--- config.mk ---
export PLATFORM = sky130hd
export DESIGN_NAME = leaf_out_arbiter
export DESIGN_NICKNAME = d
export VERILOG_FILES = /design/src/rtl/leaf_out_arbiter.sv
export SDC_FILE = /design/constraint.sdc
export NUM_CORES = 1
export LEC_CHECK = 0
export CORE_ASPECT_RATIO = 0.9
export CORE_MARGIN = 2
export CORE_UTILIZATION = 40
export DETAILED_ROUTE_END_ITERATION = 8
export GPL_TIMING_DRIVEN = 0
export PLACE_DENSITY_LB_ADDON = 0.3
export RECOVER_POWER = 50
export SYNTH_ARGS = -nofsm -noshare
export SYNTH_HDL_FRONTEND = slang
export SYNTH_SLANG_ARGS = --single-unit
--- constraint.sdc ---
create_clock -name clk -period 4.2 [get_ports clk]
set_input_delay 0.63 -clock clk [delete_from_list [all_inputs] [get_ports clk]]
set_output_delay 0.63 -clock clk [all_outputs]
set_load 0.02 [all_outputs]
--- src/rtl/leaf_out_arbiter.sv ---
// leaf_out_arbiter: round-robin, credit-aware sharing of one leaf-to-BFT
// output link among NUM_REQ packet requesters. The packet on dout is held
// and re-presented while the BFT signals resend.
module leaf_out_arbiter #(
  parameter int PACKET_BITS  = 49,
  parameter int NUM_REQ      = 4,
  parameter int REQ_BITS     = 2,
  parameter int CREDIT_BITS  = 8,
  parameter int INIT_CREDITS = 64
) (
  input  logic                             clk,
  input  logic                             reset,
  input  logic [NUM_REQ*PACKET_BITS-1:0]   req_pkt,
  input  logic [NUM_REQ-1:0]               req_vld,
  output logic [NUM_REQ-1:0]               req_ack,
  input  logic                             credit_ret_vld,
  input  logic [REQ_BITS-1:0]              credit_ret_id,
  input  logic [CREDIT_BITS-1:0]           credit_ret_cnt,
  input  logic                             resend,
  output logic [PACKET_BITS-1:0]           dout_leaf_interface2bft,
  output logic [REQ_BITS-1:0]              grant_id,
  output logic [NUM_REQ-1:0]               credit_zero
);

  localparam logic [CREDIT_BITS:0]   CREDIT_MAX  = {1'b0, {CREDIT_BITS{1'b1}}};
  localparam logic [CREDIT_BITS:0]   CREDIT_ONE  = {{CREDIT_BITS{1'b0}}, 1'b1};
  localparam logic [CREDIT_BITS-1:0] CREDIT_INIT = CREDIT_BITS'(INIT_CREDITS);

  typedef enum logic [1:0] {
    S_IDLE = 2'd0,
    S_SEND = 2'd1,
    S_HOLD = 2'd2
  } state_e;

  state_e                  state_q, state_d;
  logic [PACKET_BITS-1:0]  dout_q, dout_d;
  logic [REQ_BITS-1:0]     grant_q, grant_d;
  logic [REQ_BITS-1:0]     last_grant_q, last_grant_d;
  logic [CREDIT_BITS-1:0]  credit_q [NUM_REQ];
  logic [CREDIT_BITS-1:0]  credit_d [NUM_REQ];
  logic [NUM_REQ-1:0]      credit_zero_q, credit_zero_d;

  logic [NUM_REQ-1:0]      eligible;
  logic [REQ_BITS-1:0]     cand;
  logic [REQ_BITS-1:0]     winner;
  logic                    found;
  logic                    hold;
  logic                    grant_now;
  logic [CREDIT_BITS:0]    credit_sum;

  // A requester may win only if it is asking and still has downstream space.
  always_comb begin
    eligible = '0;
    for (int i = 0; i < NUM_REQ; i++) begin
      eligible[i] = req_vld[i] && (credit_q[i] != '0);
    end
  end

  // Round-robin search starting just after the previous winner.
  always_comb begin
    cand   = '0;
    winner = '0;
    found  = 1'b0;
    for (int k = 1; k <= NUM_REQ; k++) begin
      cand = REQ_BITS'((int'(last_grant_q) + k) % NUM_REQ);
      if (!found && eligible[cand]) begin
        found  = 1'b1;
        winner = cand;
      end
    end
  end

  // Resend only matters when a real packet is on the link; from idle it is ignored.
  assign hold      = resend && (state_q != S_IDLE);
  assign grant_now = found && !hold;

  // Next-state and output decode: hold the packet, load a new winner, or go idle.
  always_comb begin
    state_d      = state_q;
    dout_d       = dout_q;
    grant_d      = grant_q;
    last_grant_d = last_grant_q;
    req_ack      = '0;
    if (hold) begin
      state_d = S_HOLD;
    end else if (found) begin
      state_d                  = S_SEND;
      dout_d                   = req_pkt[int'(winner)*PACKET_BITS +: PACKET_BITS];
      dout_d[PACKET_BITS-1]    = 1'b1;
      grant_d                  = winner;
      last_grant_d             = winner;
      req_ack[winner]          = 1'b1;
    end else begin
      state_d = S_IDLE;
      dout_d  = '0;
    end
    if (!reset) begin
      req_ack = '0;
    end
  end

  // Credit bookkeeping: add returns, subtract one per grant, saturate at the top.
  always_comb begin
    credit_sum    = '0;
    credit_zero_d = '0;
    for (int i = 0; i < NUM_REQ; i++) begin
      credit_sum = {1'b0, credit_q[i]};
      if (credit_ret_vld && (credit_ret_id == REQ_BITS'(i))) begin
        credit_sum = credit_sum + {1'b0, credit_ret_cnt};
      end
      if (grant_now && (winner == REQ_BITS'(i))) begin
        credit_sum = credit_sum - CREDIT_ONE;
      end
      if (credit_sum > CREDIT_MAX) begin
        credit_d[i] = CREDIT_MAX[CREDIT_BITS-1:0];
      end else begin
        credit_d[i] = credit_sum[CREDIT_BITS-1:0];
      end
      credit_zero_d[i] = (credit_d[i] == '0);
    end
  end

  // State, output and credit registers; reset drops any packet in flight.
  always_ff @(posedge clk or negedge reset) begin
    if (!reset) begin
      state_q       <= S_IDLE;
      dout_q        <= '0;
      grant_q       <= '0;
      last_grant_q  <= REQ_BITS'(NUM_REQ - 1);
      credit_zero_q <= '0;
      for (int i = 0; i < NUM_REQ; i++) begin
        credit_q[i] <= CREDIT_INIT;
      end
    end else begin
      state_q       <= state_d;
      dout_q        <= dout_d;
      grant_q       <= grant_d;
      last_grant_q  <= last_grant_d;
      credit_zero_q <= credit_zero_d;
      for (int i = 0; i < NUM_REQ; i++) begin
        credit_q[i] <= credit_d[i];
      end
    end
  end

  assign dout_leaf_interface2bft = dout_q;
  assign grant_id                = grant_q;
  assign credit_zero             = credit_zero_q;

endmodule

==> out/metrics.cfg <==
[critical_path]
reg2reg_slack_ns=0.76
critical_path_arrival_ns=3.41
cp_top_family=buffers and inverters
cp_cell_sequence=clkdlybuf4s50_1, inv_1, a21o_1, o32a_1, nand3_1, clkbuf_2, and3_1, clkdlybuf4s50_1
worst-endpoint-required_ns=3.57
worstSetupPathType=in -> out
cp_slowest_cell=clkdlybuf4s50_1
worstPathMaxFanout=19
cp_common_cell=clkdlybuf4s50_1
crit_path_end_kind=output pin
slowest_delay_ns=0.71
critical_path_buf_inv_count=4
start_kind=input port

[synthesis]
synthAdderAreaFrac_pct=7.10
synth.most_common_cell=nand2_1
synth_seq_cells=91
synthTopCellsByCount=nand2_1, mux2i_1, dfrtp_1
synthTopCellsByArea=dfrtp_1, mux2i_1, nand2_1
synth-xor-area-share_pct=4.79
synth-edff-count=0
yosys.area.top_type_share_pct=28.5
syn_inst=831
ys_seq_area_share_pct=30.6
synth.distinct_cells=80
syn_nets=1085
syn_avg_cell_area_um2=9.00
syn_area_um2=7480
synth_top_family_by_area=simple AND/OR/NAND/NOR gates
yosys_warnings=0
ys_async_sr_fraction_pct=100
synth_compound_area_share_pct=19.4
synthMuxAreaShare_pct=14.9
synth_top_area_cell=dfrtp_1
synthSimpleGateAreaFrac_pct=20.3
synthFlopType=dfrtp_1

[outcome]
status=finished clean

[final_layout]
final_util_pct=58.9
drive_above_1_share_pct=6.46
area_delta_synth_final_pct=44.5
nets=1363
diodes=0

[floorplan]
die_area_um2=19800
floorplan.core_area_um2=18300
initial_core_util_pct=40.7
die_y_um=134
num_rows=47
ioPinCount=273
dieWidth_um=148

[sta]
fin_crit_sh_pct=96.3
relSlewSlack_pct=37.2
period_needed_ns=4.04
hold_viol=0
grt_setup_unrepaired=false
clock.fmax_ghz=0.247
setup_tns_ns=0
holdWs_ns=0.220
worst_pin_slew_ns=0.939
finalSetupViolCount=0
finClkSkew_ns=0.00989
finalMaxSlewViolations=0

[route]
final_antenna_net_count=0
drt_iter0_drc=542
wl_per_cell_um=19.4
vias=7648
first_pass_iters=5
avgViaCountPerCell=5.63
post-route-drc-count=0
routed_wl_mm=26.3

[clock_tree]
cts_tree=built
cts_sinks=91
worstSkewPairLatency_ns=0.36
clkSlewWorstSetupHoldPaths_ns=0.06
clockRootBuffer=clkbuf_16
cts_setup_buffers=0
h-tree-depth=3
cts_buffer_depth=2
cts_buffers=9

[power]
vdd_drop_max_v=0.000253
switching_share_pct=44.7
seq_power_share_pct=25.0
clkPwrFrac_pct=12.7
power.density_nw_per_um2=572
combPwrFrac_pct=62.3
net-switching-power_mw=2.76
internal-power_mw=3.42
power_leakage_nw=4.62

[run]
cap_violations=0

[placed_design]
gp_congestion=0.900
port-buffer-count=268
hpwl_mm=21.0

[global_routing]
groute.usage.overall_pct=26.1
antenna_found_initial=0
grt_pass1_wl_mm=40.4
gr-total-overflow=0
grt_max_degree=64
grt_pass1_vias=7445

[hold_path]
hp-class=in -> async

[cell families after synthesis]
family	count (synthesis)
AO/OA/AOI/OAI	186
XOR/XNOR	40
adder cells (fa/ha/maj)	40
buffers and inverters	52
flip-flops	91
multiplexers	111
AND/OR/NAND/NOR	311
[area by class of cell]
cell class / count / area, um2
well taps: 245 / 307
clock buffers: 11 / 243
inverters: 8 / 30.0
plain buffers: 42 / 188
repair buffers: 269 / 2710
fillers: 1666 / 7540
clock inverters: 5 / 35.0
multi-input cells: 688 / 5010
flip-flops and latches: 91 / 2280
[power by group through the flow]
stage / Sequential, mW / Combinational [mW] / Clock [mW]
floorplan: 1.70 / 2.38 / 0
global placement: 1.53 / 3.78 / 0
detailed placement: 1.54 / 3.86 / 0
CTS: 1.54 / 3.87 / 0.808
global route: 1.59 / 4.22 / 0.836
finish: 1.55 / 3.85 / 0.786
[sequential cells by signal, indices dropped and copies added, names as in the netlist]
| name | flops |
|---|---|
| dout_leaf_interface2bft | 49 |
| credit_q | 32 |
| state_q | 2 |
| last_grant_q | 2 |
| grant_id | 2 |
| credit_zero | 4 |
[routing by layer]
metal	up-vias	routed length (um)	global-route usage, %
li1	3666	-	-
met1	3692	11300	34.7
met2	254	12700	43.6
met3	36	1660	4.86
met4	0	609	7.20
met5	-	0	0
[final timing paths]
kind                                                         startpoint  cells past startpoint                                       to
worst max-delay path                                         req_vld[1]                      8                               req_ack[0]
worst min register to register  dout_leaf_interface2bft[32]$_DFFE_PN0N_                      1  dout_leaf_interface2bft[32]$_DFFE_PN0N_
worst max register to register                   credit_q[16]$_DFF_PN0_                     10  dout_leaf_interface2bft[34]$_DFFE_PN0N_
max in group asynchronous                                         reset                      2              last_grant_q[0]$_DFFE_PN1P_
min in group clk                dout_leaf_interface2bft[32]$_DFFE_PN0N_                      1  dout_leaf_interface2bft[32]$_DFFE_PN0N_
worst min-delay path                                              reset                      1                 credit_zero[1]$_DFF_PN0_
[stage by stage]
step / worst slack [ns] / area, um2 / total power [mW] / cells
2_1_floorplan: 0.930 / 7480 / 4.08 / 831
4_1_cts: 0.0999 / 10800 / 6.23 / 1359
3_3_place_gp: -2.07 / 10500 / 5.31 / 1344
6_report: 0.155 / 10800 / 6.18 / 1359
3_5_place_dp: -0.315 / 10500 / 5.40 / 1345
5_1_grt: 0.00234 / 10800 / 6.65 / 1359
[layout by cell type, fill, tap and decap left out, drive strengths merged, types with 5 or more instances in the layout]
| cell | synthesis | final |
|---|---|---|
| clkdlybuf4s50 | 0 | 240 |
| nand2 | 163 | 163 |
| mux2i | 108 | 108 |
| dfrtp | 85 | 85 |
| a32o | 48 | 48 |
| nor2 | 41 | 41 |
| ha | 36 | 36 |
| clkbuf | 25 | 35 |
| a21oi | 27 | 27 |
| dlygate4sd3 | 0 | 27 |
| xnor2 | 26 | 26 |
| o21ai | 23 | 23 |
| buf | 19 | 20 |
| xor2 | 14 | 14 |
| and3 | 12 | 12 |
| nor4 | 12 | 12 |
| nand3 | 11 | 11 |
| inv | 8 | 10 |
| a211oi | 9 | 9 |
| and2 | 8 | 8 |
| a211o | 8 | 8 |
| nor3b | 8 | 8 |
| nand2b | 8 | 8 |
| a31oi | 7 | 7 |
| o31ai | 7 | 7 |
| o21a | 6 | 6 |
| or2 | 6 | 6 |
| dfstp | 6 | 6 |
| or4 | 6 | 6 |
| a21o | 5 | 5 |
| nand3b | 5 | 5 |
| or3 | 5 | 5 |
| nor3 | 5 | 5 |
| nor4b | 5 | 5 |
[repair_timing]
action,CTS,global route
endpoints found under the hold margin,0,0
endpoints found under the setup margin,4,1
gates resized for setup,6,1
hold buffers,0,0
(Power assumes the default switching activity.)
